File: src/rtl/apb_slave_if.sv
// APB completer-side bus bundle.
// Carries setup/access controls, write payload and the completion response.
interface apb_slave_if #(
    parameter int DATA_WIDTH = 32,
    parameter int ADDR_WIDTH = 8
);
    logic                      sel;
    logic                      enable;
    logic                      write;
    logic [ADDR_WIDTH-1:0]     addr;
    logic [DATA_WIDTH/8-1:0]   strobe;
    logic [DATA_WIDTH-1:0]     wdata;
    logic [DATA_WIDTH-1:0]     rdata;
    logic                      ready;
    logic                      slverr;

    modport master (
        output sel, enable, write, addr, strobe, wdata,
        input  rdata, ready, slverr
    );

    modport slave (
        input  sel, enable, write, addr, strobe, wdata,
        output rdata, ready, slverr
    );
endinterface

File: src/rtl/apb_slave.sv
// APB completer: word register file, byte strobes, fixed wait states.
// APB_SLAVE_ERR_EN enables slverr on out-of-range word indices.
module apb_slave #(
    parameter int DATA_WIDTH  = 32,
    parameter int ADDR_WIDTH  = 8,
    parameter int MEM_DEPTH   = 16,
    parameter int WAIT_CYCLES = 1
) (
    input  logic       clk,
    input  logic       rst,
    apb_slave_if.slave bus
);
    localparam int SW = DATA_WIDTH / 8;
    localparam int IW = ADDR_WIDTH - 2;
    localparam int MW = (MEM_DEPTH > 1) ? $clog2(MEM_DEPTH) : 1;
    localparam int CW = (WAIT_CYCLES > 0) ? $clog2(WAIT_CYCLES + 1) : 1;

    localparam logic [IW:0]   DEPTH = (IW + 1)'(MEM_DEPTH);
    localparam logic [CW-1:0] WLOAD = CW'(WAIT_CYCLES);
    localparam logic [CW-1:0] ONE   = CW'(1);

    typedef enum logic [1:0] {
        IDLE,
        WAIT,
        RESP
    } state_t;

    state_t state, state_n;

    logic [CW-1:0]         cnt, cnt_n;
    logic                  take;
    logic                  commit;
    logic [IW-1:0]         idx_q, idx_n;
    logic                  wr_q, wr_n;
    logic                  in_q, in_n;
    logic [SW-1:0]         strb_q;
    logic [DATA_WIDTH-1:0] wdata_q;
    logic [DATA_WIDTH-1:0] mem [MEM_DEPTH];
    logic                  ready_q;
    logic [DATA_WIDTH-1:0] rdata_q;
    logic                  unused_addr;

    assign unused_addr = ^bus.addr[1:0];

    // Index/direction as they will be once this edge's setup is captured,
    // so the registered response lines up with the RESP cycle.
    assign idx_n = take ? bus.addr[ADDR_WIDTH-1:2] : idx_q;
    assign wr_n  = take ? bus.write : wr_q;
    assign in_q  = {1'b0, idx_q} < DEPTH;
    assign in_n  = {1'b0, idx_n} < DEPTH;

    // Next state, wait counter and write-commit decision.
    always_comb begin
        state_n = state;
        cnt_n   = cnt;
        take    = 1'b0;
        commit  = 1'b0;
        unique case (state)
            IDLE: begin
                if (bus.sel && !bus.enable) begin
                    take    = 1'b1;
                    cnt_n   = WLOAD;
                    state_n = (WAIT_CYCLES > 0) ? WAIT : RESP;
                end
            end
            WAIT: begin
                if (!bus.sel) begin
                    state_n = IDLE;
                    cnt_n   = '0;
                end else begin
                    cnt_n = cnt - ONE;
                    if (cnt == ONE) state_n = RESP;
                end
            end
            RESP: begin
                state_n = IDLE;
                cnt_n   = '0;
                commit  = bus.sel && wr_q && in_q;
            end
            default: begin
                state_n = IDLE;
                cnt_n   = '0;
            end
        endcase
    end

    // State register.
    always_ff @(posedge clk or posedge rst) begin
        if (rst) state <= IDLE;
        else     state <= state_n;
    end

    // Setup-phase capture and wait counter.
    always_ff @(posedge clk or posedge rst) begin
        if (rst) begin
            cnt     <= '0;
            idx_q   <= '0;
            wr_q    <= 1'b0;
            strb_q  <= '0;
            wdata_q <= '0;
        end else begin
            cnt <= cnt_n;
            if (take) begin
                idx_q   <= bus.addr[ADDR_WIDTH-1:2];
                wr_q    <= bus.write;
                strb_q  <= bus.strobe;
                wdata_q <= bus.wdata;
            end
        end
    end

    // Register file; strobed lanes commit at the edge ending RESP.
    always_ff @(posedge clk or posedge rst) begin
        if (rst) begin
            for (int i = 0; i < MEM_DEPTH; i++) mem[i] <= '0;
        end else if (commit) begin
            for (int b = 0; b < SW; b++) begin
                if (strb_q[b]) begin
                    mem[idx_q[MW-1:0]][8*b +: 8] <= wdata_q[8*b +: 8];
                end
            end
        end
    end

    // Registered completion response.
    always_ff @(posedge clk or posedge rst) begin
        if (rst) begin
            ready_q <= 1'b0;
            rdata_q <= '0;
        end else begin
            ready_q <= (state_n == RESP);
            if (state_n == RESP && !wr_n && in_n)
                rdata_q <= mem[idx_n[MW-1:0]];
            else
                rdata_q <= '0;
        end
    end

`ifdef APB_SLAVE_ERR_EN
    logic slverr_q;

    // Error flag for out-of-range completions only.
    always_ff @(posedge clk or posedge rst) begin
        if (rst) slverr_q <= 1'b0;
        else     slverr_q <= (state_n == RESP) && !in_n;
    end

    assign bus.slverr = slverr_q;
`else
    assign bus.slverr = 1'b0;
`endif

    assign bus.ready = ready_q;
    assign bus.rdata = rdata_q;
endmodule

File: src/flat_wrapper.sv
// flat-port wrapper written by rule: the top's interface ports become plain ports
module apb_slave_flat 
#(
    parameter int DATA_WIDTH  = 32,
    parameter int ADDR_WIDTH  = 8,
    parameter int MEM_DEPTH   = 16,
    parameter int WAIT_CYCLES = 1
)
  (clk, rst, bus_sel, bus_enable, bus_write, bus_addr, bus_strobe, bus_wdata, bus_rdata, bus_ready, bus_slverr);
  apb_slave_if #(.DATA_WIDTH(DATA_WIDTH), .ADDR_WIDTH(ADDR_WIDTH)) bus_i ();
  input  logic clk;
  input  logic rst;
  input wire logic [$bits(bus_i.sel)-1:0] bus_sel;
  input wire logic [$bits(bus_i.enable)-1:0] bus_enable;
  input wire logic [$bits(bus_i.write)-1:0] bus_write;
  input wire logic [$bits(bus_i.addr)-1:0] bus_addr;
  input wire logic [$bits(bus_i.strobe)-1:0] bus_strobe;
  input wire logic [$bits(bus_i.wdata)-1:0] bus_wdata;
  output wire logic [$bits(bus_i.rdata)-1:0] bus_rdata;
  output wire logic [$bits(bus_i.ready)-1:0] bus_ready;
  output wire logic [$bits(bus_i.slverr)-1:0] bus_slverr;
  assign bus_i.sel = bus_sel;
  assign bus_i.enable = bus_enable;
  assign bus_i.write = bus_write;
  assign bus_i.addr = bus_addr;
  assign bus_i.strobe = bus_strobe;
  assign bus_i.wdata = bus_wdata;
  assign bus_rdata = bus_i.rdata;
  assign bus_ready = bus_i.ready;
  assign bus_slverr = bus_i.slverr;
  apb_slave #(.DATA_WIDTH(DATA_WIDTH), .ADDR_WIDTH(ADDR_WIDTH), .MEM_DEPTH(MEM_DEPTH), .WAIT_CYCLES(WAIT_CYCLES)) u_core (.clk(clk), .rst(rst), .bus(bus_i));
endmodule
File: config.mk
export PLATFORM = sky130hd
export DESIGN_NAME = apb_slave_flat
export DESIGN_NICKNAME = d
export VERILOG_FILES = /design/src/rtl/apb_slave_if.sv /design/src/rtl/apb_slave.sv /design/src/flat_wrapper.sv
export SDC_FILE = /design/constraint.sdc
export NUM_CORES = 1
export LEC_CHECK = 0
export BUFFER_PORTS_ARGS = -buffer_cell sky130_fd_sc_hd__buf_4
export CAP_MARGIN = 0
export CORE_MARGIN = 2
export CORE_UTILIZATION = 25
export CTS_BUF_LIST = sky130_fd_sc_hd__clkbuf_2
export DETAILED_ROUTE_END_ITERATION = 8
export PLACE_DENSITY = 0.48
export SETUP_SLACK_MARGIN = 0.2
export SYNTH_ARGS = -nofsm -noshare
export SYNTH_HDL_FRONTEND = slang
export SYNTH_SLANG_ARGS = --single-unit
File: constraint.sdc
create_clock -name clk -period 27.8 [get_ports clk]
set_clock_uncertainty 0.2 [all_clocks]
set_input_delay 6.95 -clock clk [delete_from_list [all_inputs] [get_ports clk]]
set_output_delay 6.95 -clock clk [all_outputs]
set_load 0.1 [all_outputs]
==> Yosys cells after proc, flatten, opt, wreduce, memory -nomap -nowiden <==
Index checks and enable logic that the tools add are counted.
{ "op_classes": {"n_bitwise": 2, "add_sub_neg": 1, "eq_ne": 4, "reduce_logical": 9, "n_lt_le_gt_ge": 5, "mux": 35} }
{ "ops": {"columns": ["cell", "count"], "rows": [
  ["512-bit two-way mux", 7],
  ["512-bit bitwise mux", 4],
  ["32-bit demux with 4-bit select", 4],
  ["32-bit binary-select mux with 4-bit select", 1],
  ["32-bit two-way mux", 4],
  ["24-bit two-way mux", 1],
  ["16-bit two-way mux", 1],
  ["6-bit by 5-bit < comparator with 1-bit output (second input constant)", 2],
  ["5-bit greater-or-equal comparator (second input constant)", 2],
  ["4-bit NOT with 5-bit output", 2],
  ["8-bit two-way mux", 1],
  ["1-bit logical AND", 6],
  ["1-bit two-way mux", 6],
  ["2-bit two-way mux", 3],
  ["6-bit two-way mux", 1],
  ["5-bit by 1-bit < comparator with 1-bit output (second input constant)", 1],
  ["2-bit equality test (second input constant)", 2],
  ["2-bit case mux with 2 select lines", 1],
  ["2-bit by 1-bit equality test with 1-bit output (second input constant)", 1],
  ["1-bit logical NOT", 2],
  ["2-bit logical NOT", 1],
  ["2-bit by 1-bit != test with 1-bit output (second input constant)", 1],
  ["1-bit case mux with 2 select lines", 1],
  ["1-bit subtractor (second input constant)", 1]
]} }
{ "totals": {"word_cells": 80, "regBits": 591, "out_inout_bits": 34, "inputBits": 49} }

==> Logic depth before layout (Yosys ltp) <==
Gate-level depths: netlist of the first run.
{ "logic_depth": {"depth_word": 16, "mapped_depth": 10, "depth_no_buf": 7} }

==> Least setup slack after synthesis of the first run <==
No wires, ideal clock.
{ "synth_path": {"path_type": "input port to flip-flop", "startpoint": "input port bus_enable", "endpoint": "register u_core.rdata_q[19], in the netlist u_core.bus.rdata[19]", "n_path_buf": 3, "setup_time_ps": 66, "path_stages": 9, "t_required_ps": 27534, "arrival_time_ps": 8774, "path_slack_ps": 18760, "cell_sequence": "nor4b_2 > buf_4 > mux2i_1 > buf_2 > clkbuf_1 > nand2_1 > a31oi_1 > nand4_1 > nand2_1"} }
{ "synth_via": {"elab_chain_len": 10, "word_cells_on_any_way": 18, "cone_classes": "order compare (1); eq/ne (1); mux (10); bitwise (1); reduce/logical (5)"} }
{ "synth_rtl": {"columns": ["element", "line", "rtl"], "rows": [
  ["start, declared", "flat_wrapper.sv:14", "input wire logic [$bits(bus_i.enable)-1:0] bus_enable;"],
  ["1-bit logical NOT (*)", "apb_slave.sv:60", "if (bus.sel && !bus.enable) begin"],
  ["1-bit logical AND (*)", "apb_slave.sv:60", null],
  ["1-bit two-way mux", "apb_slave.sv:60", null],
  ["1-bit two-way mux", "apb_slave.sv:58", "unique case (state)"],
  ["6-bit two-way mux", "apb_slave.sv:47", "assign idx_n = take ? bus.addr[ADDR_WIDTH-1:2] : idx_q;"],
  ["4-bit NOT with 5-bit output (not written as such)", "apb_slave.sv:133", "rdata_q <= mem[idx_n[MW-1:0]];"],
  ["32-bit binary-select mux with 4-bit select", "apb_slave.sv:133", null],
  ["32-bit two-way mux (not written as such) (2 in a row)", "apb_slave.sv:133", null],
  ["32-bit two-way mux (*)", "apb_slave.sv:132", "if (state_n == RESP && !wr_n && in_n)"],
  ["end signal, assigned", "apb_slave.sv:133", null],
  ["end, declared", "apb_slave.sv:40", "logic [DATA_WIDTH-1:0] rdata_q;"]
]} }
Mark *: on every way between the ends. The rest lies on a longest branch, timed or not. The select of a mux whose other input is x is not followed.
A chain may end at the register's enable or synchronous reset.

==> Final worst setup path of the first run <==
{ "layout_path": {"startpoint": "input port bus_enable", "endpoint": "register u_core.rdata_q[26], in the netlist u_core.bus.rdata[26]"} }
The elaborated chain is that of the path after synthesis.

==> load_flow_metrics.sql, run 1 <==
INSERT INTO impl_metrics (metric_group, metric, value, unit) VALUES
('placement', 'dpl-instance-area', '27900', 'µm²'),
('floorplan', 'fp.dieH', '326', 'µm'),
('clocking', 'cts_inserted_buffers', '151', ''),
('power_and_ir_drop', 'comb_power_share', '0.151', ''),
('synth', 'synth_edf_count', '0', ''),
('synth', 'synth_cell_types', '32', ''),
('global_route', 'global_route.overflow_total', '0', ''),
('sta', 'max_freq', '104', 'MHz'),
('synth', 'yosys_register_bits', '591', ''),
('flow_run', 'max_cap_violations', '0', ''),
('run_status', 'status', 'finished clean', ''),
('sta', 'slew_headroom', '0.156', ''),
('floorplan', 'dieArea', '106000', 'µm²'),
('power_and_ir_drop', 'sw_frac_of_total', '0.347', ''),
('detailed_routing', 'dr.pass1.iters', '6', ''),
('detailed_routing', 'wire_per_inst', '19.1', 'µm'),
('global_route', 'global_route_usage_over_all_layers', '0.136', ''),
('power_and_ir_drop', 'ir_drop', '0.0000405', 'V'),
('detailed_routing', 'routed_via_density', '4.70', ''),
('detailed_routing', 'wl', '72.4', 'mm'),
('power_and_ir_drop', 'p_int', '1.21', 'mW'),
('synth', 'avgSynthCellArea', '11.8', 'µm²'),
('sta', 'grt_setup_unrepaired', 'no', ''),
('floorplan', 'core_region_area', '103000', 'µm²'),
('floorplan', 'boundaryPins', '83', ''),
('sta', 'timing.final.max_slew_violations', '0', ''),
('critical_path', 'timing.critical_path.required', '28.83', 'ns'),
('clocking', 'hold_buffers', '0', ''),
('detailed_routing', 'drcViolationCount', '0', ''),
('sta', 'timing.final.setup_violations', '0', ''),
('floorplan', 'placement_rows', '118', ''),
('clocking', 'clock-sinks', '591', ''),
('critical_path', 'worst-r2r-setup-slack', '23.46', 'ns'),
('power_and_ir_drop', 'seq_power_share', '0.521', ''),
('power_and_ir_drop', 'power.net_switching', '0.642', 'mW'),
('clocking', 'cts.repair.resized', '0', ''),
('detailed_routing', 'dr.first_iter.drc_count', '995', ''),
('synth', 'most_common_cell_in_the_synthesized_netlist', 'dfrtp_1', ''),
('synth', 'syn-instance-count', '2189', ''),
('global_route', 'largest_net_degree_at_the_start_of_global_routing', '183', ''),
('synth', 'ys_top_cells_by_area', 'dfrtp_1 (57%), mux2_2 (24%), nand2_1 (7.7%), nand3_1 (2.9%), nand4_1 (1.6%)', ''),
('placement', 'port_buffers', '79', ''),
('final_layout', 'design_area', '29300', 'µm²'),
('synth', 'async_reset_ff_frac', '1.00', ''),
('power_and_ir_drop', 'power_density', '63.1', 'nW/µm²'),
('global_route', 'vias_in_the_first_global_route', '18571', ''),
('sta', 'hold_violations', '0', ''),
('sta', 'max_slew.worst_pin.slew', '1.27', 'ns'),
('sta', 'layout_worst_path_cycle_share', '0.347', ''),
('floorplan', 'start_util', '0.251', ''),
('floorplan', 'chipWidth', '326', 'µm'),
('sta', 'min_period', '9.66', 'ns'),
('final_layout', 'nets', '2360', ''),
('critical_path', 'timing.critical_path.fanout_max', '120', ''),
('power_and_ir_drop', 'power.share.clock', '0.328', ''),
('global_route', 'antenna_found_initial', '2', ''),
('sta', 'setup_tns', '0', 'ns'),
('critical_path', 'setup.worst_path.start_class', 'input pin', ''),
('critical_path', 'cp_data_arrival_time', '10.69', 'ns'),
('placement', 'gp_routability_congestion', '0.731', ''),
('final_layout', 'area_delta_synth_final', '13.3', '%'),
('global_route', 'grt_first_pass_wirelength', '111', 'mm'),
('clocking', 'cell_at_the_root_of_the_clock_tree', 'clkbuf_2', ''),
('critical_path', 'end_kind', 'flop', ''),
('synth', 'netlist.area_leader.share', '0.571', ''),
('clocking', 'worst_setup_hold_path_clk_slew', '0.09', 'ns'),
('detailed_routing', 'antenna_left', '0', ''),
('synth', 'synth_seq_area_share', '0.571', ''),
('critical_path', 'critPathKind', 'in -> reg', ''),
('clocking', 'post-cts-setup-buffers', '0', ''),
('synth', 'synth.net_count', '2238', ''),
('synth', 'syn-cell-area', '25900', 'µm²'),
('power_and_ir_drop', 'leakagePower', '14.1', 'nW'),
('synth', 'yosysWarningCount', '0', ''),
('clocking', 'clk_latency', '1.33', 'ns'),
('clocking', 'cts_tree', 'built', ''),
('clocking', 'cts_buffer_depth', '3', ''),
('detailed_routing', 'routed-via-count', '17835', ''),
('synth', 'synth_ff_type', 'dfrtp_1', ''),
('final_layout', 'share_of_post_route_cells_with_drive_strength_above_1', '0.370', ''),
('hold_path', 'worstHoldPathType', 'reg -> reg', ''),
('clocking', 'h-tree-depth', '4', ''),
('synth', 'yosys-top-cells-count', 'dfrtp_1 (591), mux2_2 (551), nand2_1 (532)', ''),
('synth', 'synth_top_area_cell', 'dfrtp_1', ''),
('placement', 'dp_hpwl', '42.5', 'mm');
-- critical path, cell delays in order --
cell     delay, ns
buf_4         0.12
nor4b_4       0.26
buf_4         0.24
mux2i_4       0.11
inv_8         0.55
buf_4         0.75
buf_4         0.77
mux2i_1       0.18
a32oi_1       0.20
nand4_1       0.20
nand2_1       0.22
-- cells by family (layout without fill, tap and decap cells) --
group | after synthesis | in the layout | share of synthesized area
flip-flops | 591 | 591 | 0.571
other | 1 | 4 | 0.000145
multiplexers | 591 | 591 | 0.255
buffers and inverters | 137 | 359 | 0.0209
AND/OR/NAND/NOR | 791 | 791 | 0.131
AO/OA/AOI/OAI | 78 | 78 | 0.0217
-- state kept, by name, indices dropped and copies added, names as in the netlist --
name,count
u_core.bus.rdata,32
u_core.idx_q,6
u_core.strb_q,4
u_core.state,2
u_core.cnt,1
u_core.wr_q,1
u_core.wdata_q,32
u_core.mem,512
u_core.bus.ready,1
-- placed cells by master (no fill, tap or decap), types with 2 or more instances in the layout --
cell        count
buf_12          2
bufinv_16       5
a21oi_1         9
inv_1           3
diode_2         3
a31oi_1        30
clkinvlp_4      5
o21ai_0         2
inv_2           6
clkinv_2        3
nand2_1       532
clkbuf_2      212
nand4_1        65
dfrtp_1       591
and2_1          4
buf_4          97
nand3_1       151
a221oi_1        4
inv_8           2
clkinv_1       24
mux2i_1        39
nand2b_1        5
a32oi_1        30
a22oi_1         2
nor2_4          5
nor2_1         14
mux2_2        551
nor3_1          6
-- layout make-up --
| type | count | area [µm²] |
|---|---|---|
| fillers | 10718 | 73700 |
| inverters | 7 | 41.3 |
| well taps | 1380 | 1730 |
| repair buffers | 99 | 768 |
| diodes | 3 | 7.51 |
| multi-input cells | 1461 | 10600 |
| clock buffers | 212 | 1060 |
| flip-flops and latches | 591 | 14800 |
| clock inverters | 41 | 308 |
-- path summary, 6_finish.rpt --
| check | startpoint | end | depth (start not counted) |
|---|---|---|---|
| min reg2reg | u_core.cnt$_DFFE_PP0P_ | u_core.cnt$_DFFE_PP0P_ | 1 |
| max in group asynchronous | rst | u_core.bus.rdata[14]$_DFF_PP0_ | 4 |
| min | u_core.cnt$_DFFE_PP0P_ | u_core.cnt$_DFFE_PP0P_ | 1 |
| max reg2reg | u_core.state[1]$_DFF_PP0_ | u_core.bus.rdata[26]$_DFF_PP0_ | 10 |
| min in group asynchronous | rst | u_core.bus.rdata[3]$_DFF_PP0_ | 2 |
| max | bus_enable | u_core.bus.rdata[26]$_DFF_PP0_ | 11 |
-- power groups by stage --
stage	sequential (mW)	combinational, mW	clock, mW
final	0.965	0.279	0.607
after CTS	0.966	0.283	0.637
after floorplan	0.933	0.201	0
after global placement	0.977	0.280	0
after global routing	0.975	0.302	0.683
after detailed placement	0.983	0.282	0
-- routing by layer --
layer	global-route usage	up-vias	wire (µm)
met2	0.231	483	36200
met1	0.167	9201	30800
met3	0.0277	160	3280
met5	0	-	0
li1	-	7991	-
met4	0.0574	0	2090
-- per-stage QoR --
| stage | setup WS, ns | cells | total power [mW] | util | hold slack [ns] |
|---|---|---|---|---|---|
| 4_1_cts | 18.33 | 3791 | 1.89 | 0.284 | 0.308 |
| 5_1_grt | 18.03 | 3793 | 1.96 | 0.285 | 0.319 |
| 3_5_place_dp | 16.80 | 3538 | 1.26 | 0.271 | 0.287 |
| 6_report | 18.14 | 3794 | 1.85 | 0.285 | 0.299 |
| 2_1_floorplan | 4.11 | 2189 | 1.13 | - | 0.250 |
| 3_3_place_gp | 16.81 | 3538 | 1.26 | 0.271 | 0.260 |
(Power assumes the default switching activity.)
==> inputs of run 2 (changes only) <==
--- a/config.mk
+++ b/config.mk
@@ -11,7 +11,7 @@
 export CORE_UTILIZATION = 25
 export CTS_BUF_LIST = sky130_fd_sc_hd__clkbuf_2
 export DETAILED_ROUTE_END_ITERATION = 8
-export PLACE_DENSITY = 0.48
+export PLACE_DENSITY = 0.49
 export SETUP_SLACK_MARGIN = 0.2
 export SYNTH_ARGS = -nofsm -noshare
 export SYNTH_HDL_FRONTEND = slang
==> constraint.sdc (replaced) <==
create_clock -name clk -period 8.4 [get_ports clk]
set_clock_uncertainty 0.2 [all_clocks]
set_input_delay 2.1 -clock clk [delete_from_list [all_inputs] [get_ports clk]]
set_output_delay 2.1 -clock clk [all_outputs]
set_load 0.1 [all_outputs]
==> load_flow_metrics.sql, run 2 (synthesis gave the netlist of run 1 again) <==
INSERT INTO impl_metrics (metric_group, metric, value, unit) VALUES
('final_layout', 'fillers', '10751', ''),
('hold_path', 'timing.hold.worst.start', 'u_core.mem[143]$_DFFE_PP0P_', ''),
('clocking', 'cts_tree', 'built', ''),
('critical_path', 'setup.worst_path.start_class', 'input pin', ''),
('critical_path', 'rr_startpoint', 'u_core.state[1]$_DFF_PP0_', ''),
('critical_path', 'cpMaxStageDelayCell', 'nor2_4', ''),
('critical_path', 'end_kind', 'flop', ''),
('floorplan', 'core_region_area', '103000', 'µm²'),
('floorplan', 'dieArea', '106000', 'µm²'),
('floorplan', 'boundaryPins', '83', ''),
('clocking', 'clk_latency', '1.31', 'ns'),
('critical_path', 'crit_chain', 'buf_4, nor4b_4, buf_4, mux2i_1, buf_4, inv_2, nor2_4, buf_4, a32oi_1, nand4_1, nand2_1', ''),
('final_layout', 'largest-register', 'u_core.mem', ''),
('global_route', 'global_route_usage_over_all_layers', '0.136', ''),
('sta', 'max_freq', '226', 'MHz'),
('sta', 'hold_violations', '0', ''),
('critical_path', 'regToRegEndpoint', 'u_core.bus.rdata[11]$_DFF_PP0_', ''),
('detailed_routing', 'dr.first_iter.drc_count', '1075', ''),
('sta', 'timing.final.setup_violations', '0', ''),
('clocking', 'post-cts-setup-buffers', '0', ''),
('sta', 'slew_headroom', '0.241', ''),
('clocking', 'h-tree-depth', '4', ''),
('critical_path', 'critical_path.most_common_cell', 'buf_4', ''),
('final_layout', 'most_common_library_cell_in_the_layout_ignoring_fill_and_taps', 'dfrtp_1', ''),
('critical_path', 'timing.critical_path.fanout_max', '26', ''),
('final_layout', 'largest_register_ffs', '512', ''),
('clocking', 'hold_buffers', '0', ''),
('sta', 'grt_setup_unrepaired', 'no', ''),
('detailed_routing', 'antenna_left', '0', ''),
('clocking', 'cts_buffer_depth', '3', ''),
('final_layout', 'seqCellArea', '14800', 'µm²'),
('detailed_routing', 'drcViolationCount', '0', ''),
('power_and_ir_drop', 'power_density', '207', 'nW/µm²'),
('critical_path', 'critPathMaxStageDelay', '0.83', 'ns'),
('clocking', 'worst_setup_hold_path_clk_slew', '0.10', 'ns'),
('global_route', 'largest_net_degree_at_the_start_of_global_routing', '202', ''),
('global_route', 'global_route.overflow_total', '0', ''),
('global_route', 'grt_first_pass_wirelength', '111', 'mm'),
('run_status', 'status', 'finished clean', ''),
('detailed_routing', 'dr.pass1.iters', '5', ''),
('sta', 'max_slew.worst_pin.slew', '1.13', 'ns'),
('detailed_routing', 'routed_via_density', '4.65', ''),
('detailed_routing', 'wl', '71.9', 'mm'),
('hold_path', 'worstHoldPathType', 'reg -> reg', ''),
('critical_path', 'cp_data_arrival_time', '5.37', 'ns'),
('clocking', 'cell_at_the_root_of_the_clock_tree', 'clkbuf_2', ''),
('floorplan', 'start_util', '0.251', ''),
('final_layout', 'post-route-util', '0.285', ''),
('clocking', 'cts_inserted_buffers', '149', ''),
('hold_path', 'holdPathStages', '1', ''),
('final_layout', 'area_delta_synth_final', '13.3', '%'),
('critical_path', 'ff2ff_path_depth', '10', ''),
('placement', 'port_buffers', '79', ''),
('sta', 'timing.final.max_slew_violations', '0', ''),
('critical_path', 'worst-r2r-setup-slack', '4.45', 'ns'),
('detailed_routing', 'routed-via-count', '17678', ''),
('final_layout', 'most-common-layout-cells', 'dfrtp_1 (591), mux2_2 (551), nand2_1 (532), clkbuf_2 (216), nand3_1 (151)', ''),
('placement', 'gp_routability_congestion', '0.743', ''),
('sta', 'min_period', '4.42', 'ns'),
('detailed_routing', 'wire_per_inst', '18.9', 'µm'),
('flow_run', 'max_cap_violations', '0', ''),
('sta', 'layout_worst_path_cycle_share', '0.526', ''),
('hold_path', 'min_delay_worst_endpoint', 'u_core.mem[143]$_DFFE_PP0P_', ''),
('floorplan', 'fp.dieH', '326', 'µm'),
('clocking', 'cts.repair.resized', '0', ''),
('power_and_ir_drop', 'ir_drop', '0.000187', 'V'),
('placement', 'dpl-instance-area', '28000', 'µm²'),
('final_layout', 'nets', '2359', ''),
('floorplan', 'chipWidth', '326', 'µm'),
('power_and_ir_drop', 'leakagePower', '14.1', 'nW'),
('clocking', 'clock-sinks', '591', ''),
('global_route', 'vias_in_the_first_global_route', '18819', ''),
('critical_path', 'timing.critical_path.required', '9.35', 'ns'),
('global_route', 'antenna_found_initial', '2', ''),
('floorplan', 'placement_rows', '118', ''),
('final_layout', 'design_area', '29300', 'µm²'),
('critical_path', 'critPathKind', 'in -> reg', ''),
('final_layout', 'share_of_post_route_cells_with_drive_strength_above_1', '0.371', ''),
('placement', 'dp_hpwl', '42.6', 'mm'),
('final_layout', 'multi_input_area', '10600', 'µm²');
[run 2: cell count changes in the layout (fill, tap and decap cells not counted)]
cell        before  now
clkinvlp_4       5    2
buf_12           2    4
clkinv_1        24   23
buf_4           97   96
diode_2          3    6
bufinv_16        5    4
inv_2            6    8
inv_8            2    1
clkbuf_2       212  216
[run 2: routing by layer]
metal | GRT usage | wire, µm | vias up
met2 | 0.234 | 35900 | 433
met5 | 0 | 0 | -
met4 | 0.0534 | 1920 | 0
li1 | - | - | 7992
met3 | 0.0332 | 3420 | 141
met1 | 0.164 | 30700 | 9112
[run 2: layout make-up]
| class | instances | share of cell area |
|---|---|---|
| diodes | 6 | 0.000512 |
| clock buffers | 216 | 0.0369 |
| clock inverters | 37 | 0.00858 |
| inverters | 7 | 0.00128 |
| multi-input cells | 1461 | 0.362 |
| flip-flops and latches | 591 | 0.504 |
| well taps | 1380 | 0.0589 |
| repair buffers | 100 | 0.0273 |
[run 2: worst max-delay path: cells and delay by family]
| kind | cells | cell delay (ns) |
|---|---|---|
| buffers and inverters | 5 | 1.40 |
| and+or+nand+nor | 4 | 1.40 |
| muxes | 1 | 0.22 |
| AOI/OAI and AO/OA | 1 | 0.20 |
[run 2: worst max path at each step]
stage / depth (start not counted) / slack, ns / endpoint / startpoint
after floorplan: 1 / -1.96 / u_core.bus.rdata[0]$_DFF_PP0_ / rst
after global placement: 11 / 2.62 / u_core.bus.rdata[11]$_DFF_PP0_ / bus_enable
after detailed placement: 11 / 2.60 / u_core.bus.rdata[11]$_DFF_PP0_ / bus_enable
after CTS: 1 / 3.84 / bus_rdata[18] / u_core.bus.rdata[18]$_DFF_PP0_
after global routing: 1 / 3.84 / bus_rdata[18] / u_core.bus.rdata[18]$_DFF_PP0_
final: 11 / 3.98 / u_core.bus.rdata[11]$_DFF_PP0_ / bus_enable
[run 2: where the power goes]
part	switching, mW	total, mW	internal (mW)	leakage (nW)
Combinational	0.669	0.915	0.246	4.91
Clock	1.16	1.97	0.805	1.03
Sequential	0.263	3.19	2.93	8.16
[run 2: per-stage QoR]
step / power (mW) / hold slack (ns) / TNS (ns) / setup slack, ns / cells
after floorplan: 3.75 / 0.250 / -1156.79 / -1.96 / 2189
after global placement: 4.15 / 0.260 / 0 / 2.62 / 3539
after detailed placement: 4.18 / 0.292 / 0 / 2.60 / 3539
after CTS: 6.20 / 0.311 / 0 / 3.84 / 3792
after global routing: 6.46 / 0.319 / 0 / 3.84 / 3795
final: 6.08 / 0.310 / 0 / 3.98 / 3798
==> inputs of run 3 (changes only) <==
--- a/config.mk
+++ b/config.mk
@@ -11,7 +11,7 @@
 export CORE_UTILIZATION = 25
 export CTS_BUF_LIST = sky130_fd_sc_hd__clkbuf_2
 export DETAILED_ROUTE_END_ITERATION = 8
-export PLACE_DENSITY = 0.49
+export PLACE_DENSITY = 0.48
 export SETUP_SLACK_MARGIN = 0.2
 export SYNTH_ARGS = -nofsm -noshare
 export SYNTH_HDL_FRONTEND = slang
==> constraint.sdc (replaced) <==
create_clock -name clk -period 4.3 [get_ports clk]
set_clock_uncertainty 0.2 [all_clocks]
set_input_delay 1.075 -clock clk [delete_from_list [all_inputs] [get_ports clk]]
set_output_delay 1.075 -clock clk [all_outputs]
set_load 0.1 [all_outputs]
==> load_flow_metrics.sql, run 3 (synthesis gave the netlist of run 1 again) <==
INSERT INTO impl_metrics (metric_group, metric, value, unit) VALUES
('run_status', 'status', 'finished clean', ''),
('power_and_ir_drop', 'seq_power_share', '0.504', ''),
('power_and_ir_drop', 'leakagePower', '14.8', 'nW'),
('critical_path', 'setup.worst_path.start_class', 'flop', ''),
('final_layout', 'design_area', '30800', 'µm²'),
('placement', 'post-place-cells', '3600', ''),
('power_and_ir_drop', 'sw_frac_of_total', '0.339', ''),
('global_route', 'grt_first_pass_wirelength', '115', 'mm'),
('detailed_routing', 'antenna_left', '0', ''),
('power_and_ir_drop', 'p_int', '8.16', 'mW'),
('placement', 'port_buffers', '79', ''),
('critical_path', 'path_buf_inv', '1', ''),
('final_layout', 'nets', '2489', ''),
('global_route', 'largest_net_degree_at_the_start_of_global_routing', '84', ''),
('clocking', 'cts_tree', 'built', ''),
('final_layout', 'area_delta_synth_final', '19.0', '%'),
('power_and_ir_drop', 'power_density', '401', 'nW/µm²'),
('global_route', 'antenna_found_initial', '3', ''),
('critical_path', 'end_kind', 'output pin', ''),
('critical_path', 'crit_chain', 'buf_4', ''),
('hold_path', 'worstHoldPathType', 'in -> reg', ''),
('clocking', 'cts_buffer_depth', '3', ''),
('global_route', 'global_route.overflow_total', '0', ''),
('clocking', 'cell_at_the_root_of_the_clock_tree', 'clkbuf_2', ''),
('floorplan', 'fp.dieH', '326', 'µm'),
('sta', 'layout_worst_path_cycle_share', '0.784', ''),
('sta', 'hold_violations', '0', ''),
('sta', 'slew_headroom', '0.384', ''),
('placement', 'pre_cts_ws', '0.375', 'ns'),
('flow_run', 'max_cap_violations', '0', ''),
('sta', 'min_period', '3.37', 'ns'),
('sta', 'grt_setup_unrepaired', 'no', ''),
('critical_path', 'timing.critical_path.fanout_max', '1', ''),
('placement', 'dp_hpwl', '45.2', 'mm'),
('detailed_routing', 'dr.first_iter.drc_count', '970', ''),
('clocking', 'clock-sinks', '591', ''),
('placement', 'dpl-instance-area', '28700', 'µm²'),
('final_layout', 'most-common-layout-cells', 'dfrtp_1 (591), mux2_2 (551), nand2_1 (532), clkbuf_2 (213), nand3_1 (151)', ''),
('detailed_routing', 'routed_via_density', '4.63', ''),
('clocking', 'cts_inserted_buffers', '154', ''),
('clocking', 'h-tree-depth', '4', ''),
('sta', 'layout_setup_ws', '0.929', 'ns'),
('sta', 'timing.final.setup_violations', '0', ''),
('critical_path', 'cpMaxStageDelayCell', 'dfrtp_1', ''),
('floorplan', 'dieArea', '106000', 'µm²'),
('sta', 'timing.final.max_slew_violations', '0', ''),
('clocking', 'cts.repair.resized', '0', ''),
('critical_path', 'timing.critical_path.required', '3.02', 'ns'),
('detailed_routing', 'wire_per_inst', '18.9', 'µm'),
('power_and_ir_drop', 'power.share.clock', '0.331', ''),
('global_route', 'global_route_usage_over_all_layers', '0.141', ''),
('floorplan', 'start_util', '0.251', ''),
('critical_path', 'critPathMaxStageDelay', '0.41', 'ns'),
('floorplan', 'core_region_area', '103000', 'µm²'),
('sta', 'max_freq', '297', 'MHz'),
('sta', 'worst_hold_slack', '0.205', 'ns'),
('global_route', 'vias_in_the_first_global_route', '19649', ''),
('critical_path', 'critPathKind', 'reg -> out', ''),
('final_layout', 'most_common_library_cell_in_the_layout_ignoring_fill_and_taps', 'dfrtp_1', ''),
('floorplan', 'boundaryPins', '83', ''),
('sta', 'max_slew.worst_pin.slew', '0.917', 'ns'),
('clocking', 'post-cts-setup-buffers', '0', ''),
('power_and_ir_drop', 'design_power_total', '12.4', 'mW'),
('detailed_routing', 'dr.pass1.iters', '5', ''),
('clocking', 'clk_latency', '1.37', 'ns'),
('clocking', 'worst_setup_hold_path_clk_slew', '0.11', 'ns'),
('placement', 'gp_routability_congestion', '0.765', ''),
('critical_path', 'cp_data_arrival_time', '2.10', 'ns'),
('final_layout', 'largest-register', 'u_core.mem', ''),
('detailed_routing', 'wl', '74.2', 'mm'),
('critical_path', 'timing.critical_path.max_delay_family', 'flip-flops', ''),
('power_and_ir_drop', 'power.net_switching', '4.19', 'mW'),
('power_and_ir_drop', 'comb_power_share', '0.165', ''),
('detailed_routing', 'routed-via-count', '18211', ''),
('floorplan', 'placement_rows', '118', ''),
('power_and_ir_drop', 'ir_drop', '0.000215', 'V'),
('final_layout', 'layoutNonFillerInstCount', '3933', ''),
('final_layout', 'share_of_post_route_cells_with_drive_strength_above_1', '0.373', ''),
('final_layout', 'largest_register_ffs', '512', ''),
('floorplan', 'chipWidth', '326', 'µm'),
('detailed_routing', 'drcViolationCount', '0', '');
run 3: changes by cell type in the layout (fill, tap and decap cells not counted), moves of 3 or more:
cell	before	now
dlygate4sd3_1	0	64
buf_12	4	24
buf_4	96	137
bufinv_16	4	7
inv_2	8	5
clkinv_1	23	39
diode_2	6	1
clkbuf_2	216	213
run 3: repair_timing:
action                                  in CTS  in global routing
hold buffers                                64                  0
endpoints found under the setup margin       0                  0
endpoints found under the hold margin      132                  0
run 3: path summary, 6_finish.rpt:
path / startpoint / to / slack [ns] / cells past startpoint
max: u_core.bus.rdata[19]$_DFF_PP0_ / bus_rdata[19] / 0.93 / 1
min: bus_enable / u_core.wdata_q[4]$_DFFE_PP0N_ / 0.21 / 4
max reg2reg: u_core.state[1]$_DFF_PP0_ / u_core.bus.rdata[18]$_DFF_PP0_ / 1.15 / 9
min reg2reg: u_core.cnt$_DFFE_PP0P_ / u_core.cnt$_DFFE_PP0P_ / 0.29 / 1
max in group asynchronous: rst / u_core.mem[114]$_DFFE_PP0P_ / 2.55 / 5
min in group asynchronous: rst / u_core.mem[452]$_DFFE_PP0P_ / 0.24 / 3
run 3: power groups by stage:
stage	combinational (mW)	clock [mW]	sequential, mW
final	2.04	4.09	6.23
after global routing	2.20	4.60	6.30
after CTS	2.06	4.29	6.24
after detailed placement	1.95	0	6.35
after global placement	1.93	0	6.32
after floorplan	1.30	0	6.03
run 3: per-stage QoR:
step           TNS [ns]   util
2_1_floorplan  -2974.11      -
3_3_place_gp          0  0.278
3_5_place_dp          0  0.278
4_1_cts               0  0.299
5_1_grt               0  0.299
6_report              0  0.299
run 3: worst register-to-register path: stages (launching register included):
cell,delay (ns)
dfrtp_1,0.43
nor4b_4,0.33
buf_12,0.27
mux2i_4,0.48
buf_12,0.36
buf_12,0.36
nand2_1,0.09
a32oi_1,0.27
nand4_1,0.20
nand2_1,0.10
run 3: layout make-up:
cell class,count,area (µm²)
antenna,1,2.50
clock buffer,213,1070
clock inverter,55,407
fill,10698,72300
inverter,7,37.5
multi-input combinational,1461,10600
sequential,591,14800
tap,1380,1730
timing repair buffer,225,2150
run 3: routing by layer:
layer  global-route usage  part of all wire  wire, µm  vias up
met1                0.170              0.42     31200     9329
met3               0.0351             0.050      3680      146
li1                     -                 -         -     8270
met5                    0           0.00018        13        -
met2                0.243              0.50     37400      464
met4               0.0507             0.025      1870        2
